--- src/rtl/shape_sequencer.sv ---
// Queues DRAW commands and emits triangle or square vertices as a point stream.
// Reserved opcodes pulse cmd_err; NOPs are dropped.
module shape_sequencer #(
    parameter int width   = 4,
    parameter int height  = 3,
    parameter int op_size = 2,
    parameter int DEPTH   = 2
) (
    input  logic               clk,
    input  logic               rst_n,
    input  logic               cmd_valid,
    output logic               cmd_ready,
    input  logic [op_size-1:0] cmd_op,
    input  logic               cmd_shape,
    input  logic [width-1:0]   cmd_x1,
    input  logic [width-1:0]   cmd_x2,
    input  logic [width-1:0]   cmd_x3,
    input  logic [height-1:0]  cmd_y1,
    input  logic [height-1:0]  cmd_y2,
    input  logic [height-1:0]  cmd_y3,
    output logic               pt_valid,
    input  logic               pt_ready,
    output logic [width-1:0]   pt_x,
    output logic [height-1:0]  pt_y,
    output logic [1:0]         pt_idx,
    output logic               pt_last,
    output logic               busy,
    output logic               cmd_err,
    output logic [7:0]         shape_count
);

    localparam int AW = (DEPTH > 1) ? $clog2(DEPTH) : 1;
    localparam int CW = $clog2(DEPTH) + 1;

    typedef struct packed {
        logic [op_size-1:0] op;
        logic               shape;
        logic [width-1:0]   x1;
        logic [width-1:0]   x2;
        logic [width-1:0]   x3;
        logic [height-1:0]  y1;
        logic [height-1:0]  y2;
        logic [height-1:0]  y3;
    } cmd_t;

    typedef enum logic {
        IDLE,
        EMIT
    } state_t;

    cmd_t            mem_q [DEPTH];
    cmd_t            cmd_in;
    cmd_t            cur_q;
    logic [AW-1:0]   wptr_q, wptr_d;
    logic [AW-1:0]   rptr_q, rptr_d;
    logic [CW-1:0]   cnt_q, cnt_d;
    state_t          state_q, state_d;
    logic [1:0]      idx_q, idx_d;
    logic [7:0]      count_q, count_d;
    logic            err_q;
    logic            accept;
    logic            push;
    logic            pop;
    logic            last;

    assign cmd_in = '{
        op:    cmd_op,
        shape: cmd_shape,
        x1:    cmd_x1,
        x2:    cmd_x2,
        x3:    cmd_x3,
        y1:    cmd_y1,
        y2:    cmd_y2,
        y3:    cmd_y3
    };

    assign cmd_ready = (cnt_q != CW'(DEPTH));
    assign accept    = cmd_valid && cmd_ready;
    assign push      = accept && (cmd_op == op_size'(1));

    // Pointers wrap explicitly so a non-power-of-two depth still behaves.
    always_comb begin
        wptr_d = wptr_q;
        rptr_d = rptr_q;
        if (push) begin
            wptr_d = (wptr_q == AW'(DEPTH - 1)) ? '0 : wptr_q + 1'b1;
        end
        if (pop) begin
            rptr_d = (rptr_q == AW'(DEPTH - 1)) ? '0 : rptr_q + 1'b1;
        end
    end

    always_comb begin
        cnt_d = cnt_q;
        unique case ({push, pop})
            2'b10:   cnt_d = cnt_q + 1'b1;
            2'b01:   cnt_d = cnt_q - 1'b1;
            default: cnt_d = cnt_q;
        endcase
    end

    assign last = cur_q.shape ? (idx_q == 2'd3) : (idx_q == 2'd2);

    always_comb begin
        state_d = state_q;
        idx_d   = idx_q;
        count_d = count_q;
        pop     = 1'b0;
        unique case (state_q)
            IDLE: begin
                if (cnt_q != '0) begin
                    pop     = 1'b1;
                    state_d = EMIT;
                    idx_d   = 2'd0;
                end
            end
            EMIT: begin
                if (pt_ready) begin
                    if (last) begin
                        count_d = count_q + 8'd1;
                        idx_d   = 2'd0;
                        if (cnt_q != '0) begin
                            pop = 1'b1;
                        end else begin
                            state_d = IDLE;
                        end
                    end else begin
                        idx_d = idx_q + 2'd1;
                    end
                end
            end
            default: state_d = IDLE;
        endcase
    end

    always_ff @(posedge clk) begin
        if (push) begin
            mem_q[wptr_q] <= cmd_in;
        end
    end

    always_ff @(posedge clk or negedge rst_n) begin
        if (!rst_n) begin
            state_q <= IDLE;
            idx_q   <= 2'd0;
            wptr_q  <= '0;
            rptr_q  <= '0;
            cnt_q   <= '0;
            count_q <= 8'd0;
            err_q   <= 1'b0;
            cur_q   <= '0;
        end else begin
            state_q <= state_d;
            idx_q   <= idx_d;
            wptr_q  <= wptr_d;
            rptr_q  <= rptr_d;
            cnt_q   <= cnt_d;
            count_q <= count_d;
            err_q   <= accept && (cmd_op > op_size'(1));
            if (pop) begin
                cur_q <= mem_q[rptr_q];
            end
        end
    end

    // Square's fourth vertex reuses x2 with y3.
    always_comb begin
        pt_x = cur_q.x1;
        pt_y = cur_q.y1;
        unique case (idx_q)
            2'd0: begin
                pt_x = cur_q.x1;
                pt_y = cur_q.y1;
            end
            2'd1: begin
                pt_x = cur_q.x2;
                pt_y = cur_q.y2;
            end
            2'd2: begin
                pt_x = cur_q.x3;
                pt_y = cur_q.y3;
            end
            default: begin
                pt_x = cur_q.x2;
                pt_y = cur_q.y3;
            end
        endcase
    end

    assign pt_valid    = (state_q == EMIT);
    assign pt_idx      = idx_q;
    assign pt_last     = last;
    assign busy        = (cnt_q != '0) || (state_q == EMIT);
    assign cmd_err     = err_q;
    assign shape_count = count_q;

endmodule
--- config.mk ---
export PLATFORM = sky130hd
export DESIGN_NAME = shape_sequencer
export DESIGN_NICKNAME = d
export VERILOG_FILES = /design/src/rtl/shape_sequencer.sv
export SDC_FILE = /design/constraint.sdc
export NUM_CORES = 1
export LEC_CHECK = 0
export BUFFER_PORTS_ARGS = -buffer_cell sky130_fd_sc_hd__buf_4
export CAP_MARGIN = 20
export CORE_MARGIN = 1.5
export CORE_UTILIZATION = 44
export DETAILED_ROUTE_END_ITERATION = 8
export GPL_ROUTABILITY_DRIVEN = 1
export GPL_TIMING_DRIVEN = 0
export PLACE_DENSITY = 0.71
export SLEW_MARGIN = 0
export SYNTH_ARGS = -nofsm -noshare
export SYNTH_HDL_FRONTEND = slang
export SYNTH_SLANG_ARGS = --single-unit
--- constraint.sdc ---
create_clock -name clk -period 2.9 [get_ports clk]
set_input_delay 0.58 -clock clk [delete_from_list [all_inputs] [get_ports clk]]
set_output_delay 0.58 -clock clk [all_outputs]
set_load 0.05 [all_outputs]
# Word level (Yosys, flattened, before mapping)
# Memories as Yosys holds them, arrays and structs flattened. A register that Yosys moved wholly into a read port is not among the register bits.
# Index checks and enable logic that the tools add are counted.
word_totals:
  register_bits: 16
  mem_bits_rw: 48
  in_bits: 28
  word_cells: 54
  n_memories: 1
op_classes:
  n_addsub: 6
  magnitude_cmp: 1
  n_eq_ne: 9
  muxes: 19
  n_bitwise: 1
  n_reduce_logical: 10
memory_table:
  columns: ["memory", "depth", "width", "read_ports", "rd_ports_with_merged_regs", "write_ports", "line_no", "source"]
  rows:
  - ["mem_q", 2, 24, 1, 1, 1, "51", "cmd_t mem_q [DEPTH];"]
ops:
  columns: ["op", "count"]
  rows:
  - ["2-to-1 mux 1 bit", 10]
  - ["adder 8 x 1 -> 8 bit, second input constant", 1]
  - ["one-hot mux 2 bit (2 select lines)", 2]
  - ["one-hot mux 4 bit (2 select lines)", 1]
  - ["equality test 2 x 1 -> 1 bit, second input constant", 3]
  - ["equality test 2 bit, second input constant", 3]
  - ["2-to-1 mux 2 bit", 3]
  - ["inequality test 2 bit, second input constant", 3]
  - ["one-hot mux 3 bit (2 select lines)", 1]
  - ["adder 2 x 1 -> 2 bit, second input constant", 2]
  - ["one-hot mux 1 bit (2 select lines)", 2]
  - ["nonzero test 2 bit", 2]
  - ["logical AND 1 bit", 3]
  - ["AND reduction 3 bit", 1]
  - ["adder 1 bit, second input constant", 2]
  - ["greater-than comparator 2 x 1 -> 1 bit, second input constant", 1]
  - ["logical NOT 2 bit", 1]
  - ["AND reduction 2 bit", 1]
  - ["subtractor 2 x 1 -> 2 bit, second input constant", 1]
  - ["logical NOT 1 bit", 1]
  - ["logical OR 1 bit", 1]
  - ["inverter 1 bit", 1]

# Logic depth before layout (Yosys ltp)
# Gate-level depths: netlist of run 1.
logic_depth:
  depth_word: 7
  depth_mapped: 12

# Worst setup path before layout of run 1
# Ideal clock, no wire load.
synth_path:
  kind: "reg2reg"
  startpoint: "register idx_q[0] (netlist: pt_idx[0])"
  endpoint: "register cnt_q[1]"
  t_arrival_ns: 2.621
  path_slack_ns: 0.200
  path_stages_with_launch: 12
  period_less_slack_ns: 2.700
  cell_sequence: "dfrtp_1 inv_1 ha_1 mux2_4 a21boi_4 or2_1 buf_4 buf_6 inv_1 ha_1 nor2_1 xor2_1"
synth_via:
  elab_chain_cells: 7
  word_cells_on_any_way: 10
synth_rtl:
  columns: ["item", "line_no", "source"]
  rows:
  - ["start: declaration", "58", "logic [1:0] idx_q, idx_d;"]
  - ["start signal: assignment", "154", "idx_q <= idx_d;"]
  - ["equality test 2 bit", "102", "assign last = cur_q.shape ? (idx_q == 2'd3) : (idx_q == 2'd2);"]
  - ["2-to-1 mux 1 bit *", "102", null]
  - ["via pt_last", "26", "output logic pt_last,"]
  - ["2-to-1 mux 1 bit *", "119", "if (last) begin"]
  - ["2-to-1 mux 1 bit *", "118", "if (pt_ready) begin"]
  - ["one-hot mux 1 bit (2 select lines) *", "109", "unique case (state_q)"]
  - ["equality test 2 x 1 -> 1 bit / equality test 2 bit (equally long branches)", "95", "unique case ({push, pop})"]
  - ["one-hot mux 2 bit (2 select lines) / nonzero test 2 bit (equally long branches)", null, null]
  - ["end signal: assignment", "157", "cnt_q <= cnt_d;"]
  - ["end: declaration", "56", "logic [CW-1:0] cnt_q, cnt_d;"]
# The timed path passes the listed nets; every way through them passes the cells marked *.
# A chain may end at the register's enable or synchronous reset.

# Worst setup path in the final report of run 1
layout_path:
  startpoint: "register idx_q[0] (netlist: pt_idx[0])"
  endpoint: "output pt_x[2]"
layout_via:
  elab_chain_cells: 2
  word_cells_on_any_way: 3
layout_rtl:
  columns: ["item", "line_no", "source"]
  rows:
  - ["equality test 2 bit / logical NOT 2 bit (equally long branches)", "170", "unique case (idx_q)"]
  - ["one-hot mux 4 bit (2 select lines) *", "170", null]
  - ["end: declaration", "23", "output logic [width-1:0] pt_x,"]
# Every way passes the cells marked *; elsewhere a longest branch is shown, timed or not.

==> impl_metrics.tcl, run 1 <==
set metrics [dict create \
    yosys.area.top_type "edfxtp_1" \
    fin_util_pct 55.4 \
    die_y_um 89.6 \
    grt_pass1_wl_um 9800 \
    finalHoldViolCount 0 \
    drive_gt1_share_pct 25.7 \
    initial_core_util_pct 45.5 \
    clk-insertion-delay-late_ns 0.34 \
    worst_pin_slew_ns 0.750 \
    crit_slowest_cell "dfrtp_1" \
    worstSetupEndpointType "output pin" \
    gp_congestion 0.830 \
    yosys-top-cells-count "edfxtp_1 (44), dfrtp_1 (38), o21ai_0 (27)" \
    timing.final.ws_setup_ns 0.314 \
    outcome "completed" \
    ant_nets 0 \
    synth_top_area_share_pct 40.0 \
    drtIter0Drc 127 \
    synth_cell_types 34 \
    hold_slack_ns 0.192 \
    crit_required_ns 2.32 \
    die-area_mm2 0.00803 \
    ys.flop_type "edfxtp_1" \
    dp_slack_ns 0.362 \
    drt-pass1-iter-count 4 \
    core_mm2 0.00725 \
    area_delta_synth_final_pct 21.9 \
    synth-seq-area-share_pct 68.9 \
    pin_count 50 \
    antenna_found_initial 0 \
    fill_cells 597 \
    portBuffers 49 \
    syn_nets 271 \
    critPathArrivalTime_ns 2.01 \
    cts_buffer_depth 2 \
    path_delay_family "buffers and inverters" \
    max_stage_delay_ns 0.45 \
    synth_edf_count 44 \
    die-width_um 89.6 \
    vias 2053 \
    critPathKind "reg -> out" \
    path_buf_inv 3 \
    cts_root_buf "clkbuf_8" \
    p_leak_nw 1.68 \
    period_needed_ns 2.59 \
    clk_pin_slew_ns 0.08 \
    ys_seq_elements 82 \
    wirelength_um 6070 \
    cts_resized 0 \
    crit_path_max_fanout 9 \
    viasPerCell 5.09 \
    synth_area_leaders "edfxtp_1 (40%), dfrtp_1 (29%), mux2i_1 (6.7%)" \
    hp-class "in -> async" \
    cap_violations 0 \
    slew_violations 0 \
    nets 333 \
    crit_cells 7 \
    fin_crit_sh_pct 89.2 \
    gr-usage-all-layers_pct 17.0 \
    finalSetupViolations 0 \
    core.rowCount 31 \
    fmax_mhz 387 \
    synth_cells 237 \
    cts_setup_buffers 0 \
    tns_ns 0 \
    cts_hold_buf 0 \
    vdd_drop_max_uv 475 \
    route.detailed.drc 0 \
    critPathLaunchType "flop" \
    htree_levels 3 \
    grt_pass1_vias 1994 \
    dp.cells 387 \
    cp_common_cell "nand2_1" \
    tritoncts "done" \
    dp_hpwl_um 4100 \
    critical_path.cell_chain "inv_1 -> ha_1 -> clkbuf_1 -> nor2_1 -> nand2_1 -> nand2_1 -> buf_4" \
    p_per_area_mw_per_mm2 1090 \
    numCtsBuffers 9 \
    relSlewSlack_pct 50.0 \
    gr-total-overflow 0 \
    rsz0062_at_grt "false" \
    ys_warn_count 0 \
    diodes 0 \
    async_reset_ff_share_pct 46.3 \
    fin_skew_ns 0.00993 \
    stdcell_count 403 \
    synth.most_common_cell "edfxtp_1" \
    r2r_cells 11 \
    avgSynthCellArea_um2 13.9 \
    syn-cell-area_mm2 0.00330 \
    wl_per_cell_um 15.1 \
    cts_sinks 82 \
    grt_max_degree 39 \
]
-- layer usage --
| metal | GRT usage [%] | part of all wire, % | vias up |
|---|---|---|---|
| met1 | 22.2 | 47 | 1005 |
| met5 | 0 | 0 | - |
| li1 | - | - | 982 |
| met4 | 9.23 | 1.4 | 0 |
| met3 | 3.38 | 4.0 | 6 |
| met2 | 26.7 | 47 | 60 |
-- final cells by class --
type,instances,area [µm²],area share [%]
repair buffers,51,398,9.89
inverters,4,15.0,0.373
clock inverters,5,53.8,1.34
well taps,99,124,3.08
flip-flops and latches,82,2270,56.5
clock buffers,11,141,3.52
multi-input cells,140,952,23.7
plain buffers,11,65.1,1.62
-- cell usage in the layout (no fill, tap or decap), types with 2 or more instances in the layout --
cell type,instances
a22oi_1,7
buf_4,51
buf_6,2
buf_8,2
clkbuf_1,7
clkbuf_8,10
clkinv_2,3
dfrtp_1,38
edfxtp_1,44
ha_1,6
inv_1,4
mux2i_1,22
nand2_1,21
nand2b_1,3
nand4_1,3
nor2_1,4
nor2_2,2
o21ai_0,27
o21ai_1,18
xnor2_1,9
xor2_1,2
-- stage by stage --
stage                     power [mW]  area [µm²]
after floorplan                 3.03        3300
after global placement          3.54        3790
after detailed placement        3.60        3830
after CTS                       4.41        4020
after global routing            4.65        4020
final                           4.38        4020
-- power by group --
part | leakage (nW) | total [mW] | internal (mW) | switching [mW]
logic | 0.715 | 1.87 | 0.657 | 1.22
clock network | 0.103 | 0.809 | 0.419 | 0.390
registers | 0.866 | 1.69 | 1.51 | 0.186
total | 1.68 | 4.38 | 2.58 | 1.79
-- logic make-up (layout without fill, tap and decap cells) --
family / Yosys count / after routing / share of synthesized area, %
xor+xnor: 12 / 12 / 3.41
mux: 24 / 24 / 7.47
simple gates: 43 / 43 / 6.22
buf+inv: 15 / 82 / 2.43
fa+ha+maj: 6 / 6 / 2.28
compound gates: 55 / 55 / 9.33
flops: 82 / 82 / 68.9
-- state kept, by name (all words and copies together), names as in the netlist --
register / cells
wptr_q: 1
pt_valid: 1
cnt_q: 2
cur_q: 22
rptr_q: 1
cmd_err: 1
mem_q: 44
pt_idx: 2
shape_count: 8
-- path summary, 6_finish.rpt --
check / startpoint / endpoint / slack, ns
worst max-delay path: pt_idx[0] / pt_x[2] / 0.31
worst min-delay path: rst_n / pt_idx[0] / 0.19
worst max register to register: pt_idx[0] / cnt_q[1] / 0.33
worst min register to register: shape_count[7] / shape_count[7] / 0.48
max in group asynchronous: rst_n / cur_q[9] / 2.37
min in group clk: cmd_y1[2] / mem_q[0][8] / 0.42
(Power assumes the default switching activity.)
==> run 2: changes to the inputs <==
--- a/config.mk
+++ b/config.mk
@@ -8,11 +8,11 @@
 export BUFFER_PORTS_ARGS = -buffer_cell sky130_fd_sc_hd__buf_4
 export CAP_MARGIN = 20
 export CORE_MARGIN = 1.5
-export CORE_UTILIZATION = 44
+export CORE_UTILIZATION = 55
 export DETAILED_ROUTE_END_ITERATION = 8
-export GPL_ROUTABILITY_DRIVEN = 1
+export GPL_ROUTABILITY_DRIVEN = 0
 export GPL_TIMING_DRIVEN = 0
-export PLACE_DENSITY = 0.71
+export PLACE_DENSITY = 0.84
 export SLEW_MARGIN = 0
 export SYNTH_ARGS = -nofsm -noshare
 export SYNTH_HDL_FRONTEND = slang
==> run 2 against run 1 <==
- sequential share of layout area rose by 0.91 points
- power fell by 1.9%
- cell count fell by 6.0%
- utilization rose by 12 points
- count of clock-buffer cells in the layout fell by 1
- fmax fell by 0.38%
- global-route usage rose by 4.2 points
- worst setup slack got worse by 0.0099 ns
- sequential power barely moved
- routed wire length rose by 0.25%
- non-clock buffer count did not move
- combinational power barely moved
==> impl_metrics.tcl, run 2 (synthesis gave the netlist of run 1 again) <==
set metrics [dict create \
    viasPerCell 5.51 \
    fin_skew_ns 0.00784 \
    gr-total-overflow 0 \
    gr-usage-all-layers_pct 21.1 \
    die-width_um 80.5 \
    grt_pass1_vias 2099 \
    cts_buffer_depth 2 \
    regMostFlops "mem_q" \
    combPwrFrac_pct 44.0 \
    cts_sinks 82 \
    die-area_mm2 0.00647 \
    fill_cells 426 \
    dp_hpwl_um 4180 \
    cts_hold_buf 0 \
    initial_core_util_pct 56.4 \
    pin_count 50 \
    slew_violations 0 \
    relSlewSlack_pct 50.2 \
    finalSetupViolations 0 \
    worstSetupEndpointType "output pin" \
    wirelength_um 6090 \
    intPower_mw 2.47 \
    vdd_drop_max_uv 664 \
    hp-class "in -> async" \
    p_clk_share_pct 16.4 \
    clk_pin_slew_ns 0.08 \
    p_leak_nw 1.66 \
    final_common_cell "buf_4" \
    drt-pass1-iter-count 4 \
    critical_path.cell_chain "inv_1 -> ha_1 -> clkbuf_1 -> nor2_1 -> nand2_1 -> nand2_1 -> buf_4" \
    cp_common_cell "nand2_1" \
    pwr-share-seq_pct 39.7 \
    fin_crit_sh_pct 89.5 \
    worst_pin_slew_ns 0.747 \
    core_mm2 0.00585 \
    grt_max_degree 39 \
    r2r-start "pt_idx[0]" \
    crit_slowest_cell "dfrtp_1" \
    rsz0062_at_grt "false" \
    vias 2088 \
    regToRegEndpoint "cnt_q[1]" \
    diodes 0 \
    final_area_mm2 0.00396 \
    period_needed_ns 2.60 \
    antenna_found_initial 0 \
    numCtsBuffers 9 \
    ant_nets 0 \
    cts_setup_buffers 0 \
    crit_path_max_fanout 9 \
    area_delta_synth_final_pct 19.9 \
    ff2ff_setup_slack_ns 0.31 \
    clk-insertion-delay-late_ns 0.35 \
    p_switching_mw 1.83 \
    critPathLaunchType "flop" \
    portBuffers 49 \
    drtIter0Drc 152 \
    wl_per_cell_um 16.1 \
    outcome "completed" \
    p_per_area_mw_per_mm2 1080 \
    core.rowCount 28 \
    drive_gt1_share_pct 25.3 \
    cts_resized 0 \
    critPathKind "reg -> out" \
    max_stage_delay_ns 0.45 \
    nets 333 \
    r2r_cells 11 \
    die_y_um 80.5 \
    post_dp_cell_area_mm2 0.00380 \
    cts_root_buf "clkbuf_8" \
    tritoncts "done" \
    tns_ns 0 \
    critPathArrivalTime_ns 2.02 \
    fmax_mhz 385 \
    power.total_mw 4.29 \
    cap_violations 0 \
    swShare_pct 42.5 \
    crit_required_ns 2.32 \
    largest_reg_flops 44 \
    grt_pass1_wl_um 9860 \
    route.detailed.drc 0 \
    finalHoldViolCount 0 \
    final_cell_mix "buf_4 (51), edfxtp_1 (44), dfrtp_1 (38), o21ai_0 (27), mux2i_1 (22)" \
    htree_levels 3 \
]
[run 2: cell count changes in the layout (fill, tap and decap cells not counted)]
| cell | previous run | this run |
|---|---|---|
| bufinv_16 | 1 | 0 |
| clkinv_1 | 0 | 1 |
| clkinv_4 | 1 | 0 |
| clkinvlp_4 | 0 | 2 |
| clkbuf_8 | 10 | 9 |
[run 2: routing by layer]
layer / share of wire [%] / GRT usage (%) / up-vias
met2: 50 / 33.7 / 79
li1: - / - / 979
met5: 0 / 0 / -
met1: 42 / 26.7 / 1018
met3: 5.9 / 4.66 / 12
met4: 2.0 / 11.9 / 0
[run 2: critical path, delay by kind of cell (launching register included)]
kind | cells | cell delay, ns
buffers and inverters | 3 | 0.53
AND/OR/NAND/NOR | 3 | 0.48
flip-flops | 1 | 0.45
adder cells (fa/ha/maj) | 1 | 0.21
[run 2: per-stage QoR]
step	cells	setup slack (ns)	util, %	hold WS [ns]
floorplan	237	0.200	-	0.284
finish	379	0.304	67.6	0.178
global placement	361	-0.0354	64.3	0.462
CTS	379	0.284	67.6	0.190
detailed placement	363	0.335	64.9	0.468
global route	379	0.148	67.6	0.212
[run 2: worst max-delay path by stage]
stage / endpoint / from / slack, ns
CTS: pt_x[3] / pt_idx[0] / 0.28
global placement: mem_q[0][8] / cmd_op[1] / -0.04
floorplan: cnt_q[1] / pt_idx[0] / 0.20
finish: pt_x[3] / pt_idx[0] / 0.30
detailed placement: cnt_q[1] / pt_idx[0] / 0.33
global route: cnt_q[1] / pt_idx[0] / 0.15
[run 2: layout make-up]
| class | count | area (µm²) | share of cell area [%] |
|---|---|---|---|
| Multi-Input combinational cell | 140 | 952 | 24.1 |
| Clock buffer | 10 | 128 | 3.22 |
| Clock inverter | 6 | 33.8 | 0.854 |
| Buffer | 11 | 65.1 | 1.64 |
| Sequential cell | 82 | 2270 | 57.4 |
| Inverter | 4 | 15.0 | 0.379 |
| Timing Repair Buffer | 51 | 398 | 10.1 |
| Tap cell | 75 | 93.8 | 2.37 |
[run 2: power by group through the flow]
stage | clock [mW] | combinational, mW | sequential [mW]
finish | 0.702 | 1.89 | 1.70
global route | 0.763 | 2.03 | 1.73
CTS | 0.713 | 1.90 | 1.70
detailed placement | 0 | 1.89 | 1.72
global placement | 0 | 1.82 | 1.70
floorplan | 0 | 1.21 | 1.82
==> run 3: changes to the inputs <==
==> constraint.sdc (replaced) <==
create_clock -name clk -period 2.82 [get_ports clk]
set_input_delay 0.282 -clock clk [delete_from_list [all_inputs] [get_ports clk]]
set_output_delay 0.282 -clock clk [all_outputs]
set_load 0.05 [all_outputs]
==> run 3 against run 2 <==
- die area is the same
- first-iteration DRC count grew 5.3%
- combinational power grew 3%
- sequential share of layout area shrank 0.14 points
- critical endpoint is now cnt_q[1]
- sequential power grew 3%
- largest cell class unchanged
- routed wire length grew 0.21%
- global-route usage is the same
- worst setup slack lost 0.071 ns
- flip-flop and latch count is the same
- largest power group unchanged
- critical path depth grew 4
==> impl_metrics.tcl, run 3 (synthesis gave the netlist of run 1 again) <==
set metrics [dict create \
    gr-total-overflow 0 \
    clk-insertion-delay-late_ns 0.35 \
    portBuffers 49 \
    slew_violations 0 \
    diodes 0 \
    power.total_mw 4.42 \
    max_stage_delay_ns 0.45 \
    regToRegEndpoint "cnt_q[1]" \
    swShare_pct 42.5 \
    fmax_mhz 387 \
    p_per_area_mw_per_mm2 1110 \
    core.rowCount 28 \
    r2r_cells 11 \
    hp-class "in -> reg" \
    pwr-share-seq_pct 39.6 \
    worstSetupEndpointType "flop" \
    drtIter0Drc 160 \
    tritoncts "done" \
    crit_path_max_fanout 10 \
    drt-pass1-iter-count 4 \
    fin_crit_sh_pct 91.7 \
    rsz0062_at_grt "false" \
    htree_levels 3 \
    area_delta_synth_final_pct 20.3 \
    dr_wl_met2_um 3040 \
    drive_gt1_share_pct 25.2 \
    die-area_mm2 0.00647 \
    final_common_cell "buf_4" \
    critPathKind "reg -> reg" \
    post_dp_cell_area_mm2 0.00380 \
    gr-usage-all-layers_pct 21.1 \
    p_switching_mw 1.88 \
    viasPerCell 5.48 \
    critPathArrivalTime_ns 2.86 \
    path_delay_family "adder cells" \
    ff2ff_setup_slack_ns 0.23 \
    final_cell_mix "buf_4 (51), edfxtp_1 (44), dfrtp_1 (38), o21ai_0 (27), mux2i_1 (22)" \
    wl_met3_um 358 \
    final_area_mm2 0.00397 \
    drt-met1-wl_um 2600 \
    multi_input_area_um2 952 \
    numCtsBuffers 9 \
    vias 2081 \
    core_mm2 0.00585 \
    pin_count 50 \
    critical_path.cell_chain "inv_1 -> ha_1 -> mux2_4 -> a21boi_4 -> or2_1 -> buf_4 -> buf_6 -> inv_1 -> ha_1 -> nor2_1 -> xor2_1" \
    nets 334 \
    relSlewSlack_pct 50.2 \
    timing.final.ws_setup_ns 0.233 \
    hold_slack_ns 0.111 \
    cap_violations 0 \
    vdd_drop_max_uv 682 \
    path_buf_inv 4 \
    stdcell_count 380 \
    cts_root_buf "clkbuf_8" \
    tns_ns 0 \
    finalHoldViolCount 0 \
    endpoint "cnt_q[1]" \
    die-width_um 80.5 \
    combPwrFrac_pct 44.1 \
    crit_required_ns 3.09 \
    regMostFlops "mem_q" \
    register_area_mm2 0.00227 \
    dp.cells 363 \
    p_leak_nw 1.66 \
    fin_util_pct 67.8 \
    clk_pin_slew_ns 0.08 \
    wirelength_um 6100 \
    cp-startpoint "pt_idx[0]" \
    cts_buffer_depth 2 \
    intPower_mw 2.54 \
    worst_pin_slew_ns 0.747 \
    fin_skew_ns 0.00717 \
    period_needed_ns 2.59 \
    top_layer "met4" \
    critPathLaunchType "flop" \
    fill_cells 424 \
    ant_nets 0 \
    p_clk_share_pct 16.3 \
    largest_reg_flops 44 \
    outcome "completed" \
    wl_per_cell_um 16.1 \
    route.detailed.drc 0 \
    crit_cells 11 \
    finalSetupViolations 0 \
    initial_core_util_pct 56.4 \
    antenna_found_initial 0 \
    die_y_um 80.5 \
    dp_slack_ns 0.255 \
    cts_sinks 82 \
    r2r-start "pt_idx[0]" \
    grt_pass1_wl_um 9860 \
    crit_slowest_cell "dfrtp_1" \
    dp_hpwl_um 4180 \
    grt_pass1_vias 2099 \
    grt_max_degree 39 \
]
run 3: changes by cell type in the layout (fill, tap and decap cells not counted), sizes merged:
cell         change
dlygate4sd3      +1
run 3: timing repair:
action                                 CTS  global route
resized for setup                        0             0
endpoints found under the hold margin   38             0
hold buffers                             1             0
buffers inserted                         0             0
run 3: power groups by stage:
stage	registers, mW	logic (mW)	clock network (mW)
2_1_floorplan	1.88	1.25	0
4_1_cts	1.75	1.96	0.734
5_1_grt	1.78	2.09	0.784
6_report	1.75	1.95	0.722
3_5_place_dp	1.76	1.95	0
3_3_place_gp	1.75	1.87	0
run 3: per-layer routing:
| metal | GRT usage (%) | vias up |
|---|---|---|
| li1 | - | 981 |
| met1 | 26.7 | 1007 |
| met2 | 33.7 | 83 |
| met3 | 4.66 | 10 |
| met4 | 11.9 | 0 |
| met5 | 0 | - |
run 3: cell type report:
type / count / area share, %
buffer: 11 / 1.64
clock buffer: 10 / 3.22
clock inverter: 6 / 0.851
inverter: 4 / 0.378
multi-input combinational: 140 / 24.0
sequential: 82 / 57.3
tap: 75 / 2.37
timing repair buffer: 52 / 10.3
run 3: worst min-delay path by stage:
stage	from	endpoint	slack, ns	depth (start not counted)
after floorplan	rst_n	cmd_err	-0.01	0
after global placement	rst_n	cmd_err	0.27	1
after detailed placement	rst_n	cmd_err	0.28	1
after CTS	cmd_y1[1]	mem_q[0][7]	0.09	1
after global routing	cmd_x2[1]	mem_q[0][14]	0.1	1
final	cmd_x2[2]	mem_q[1][15]	0.11	1
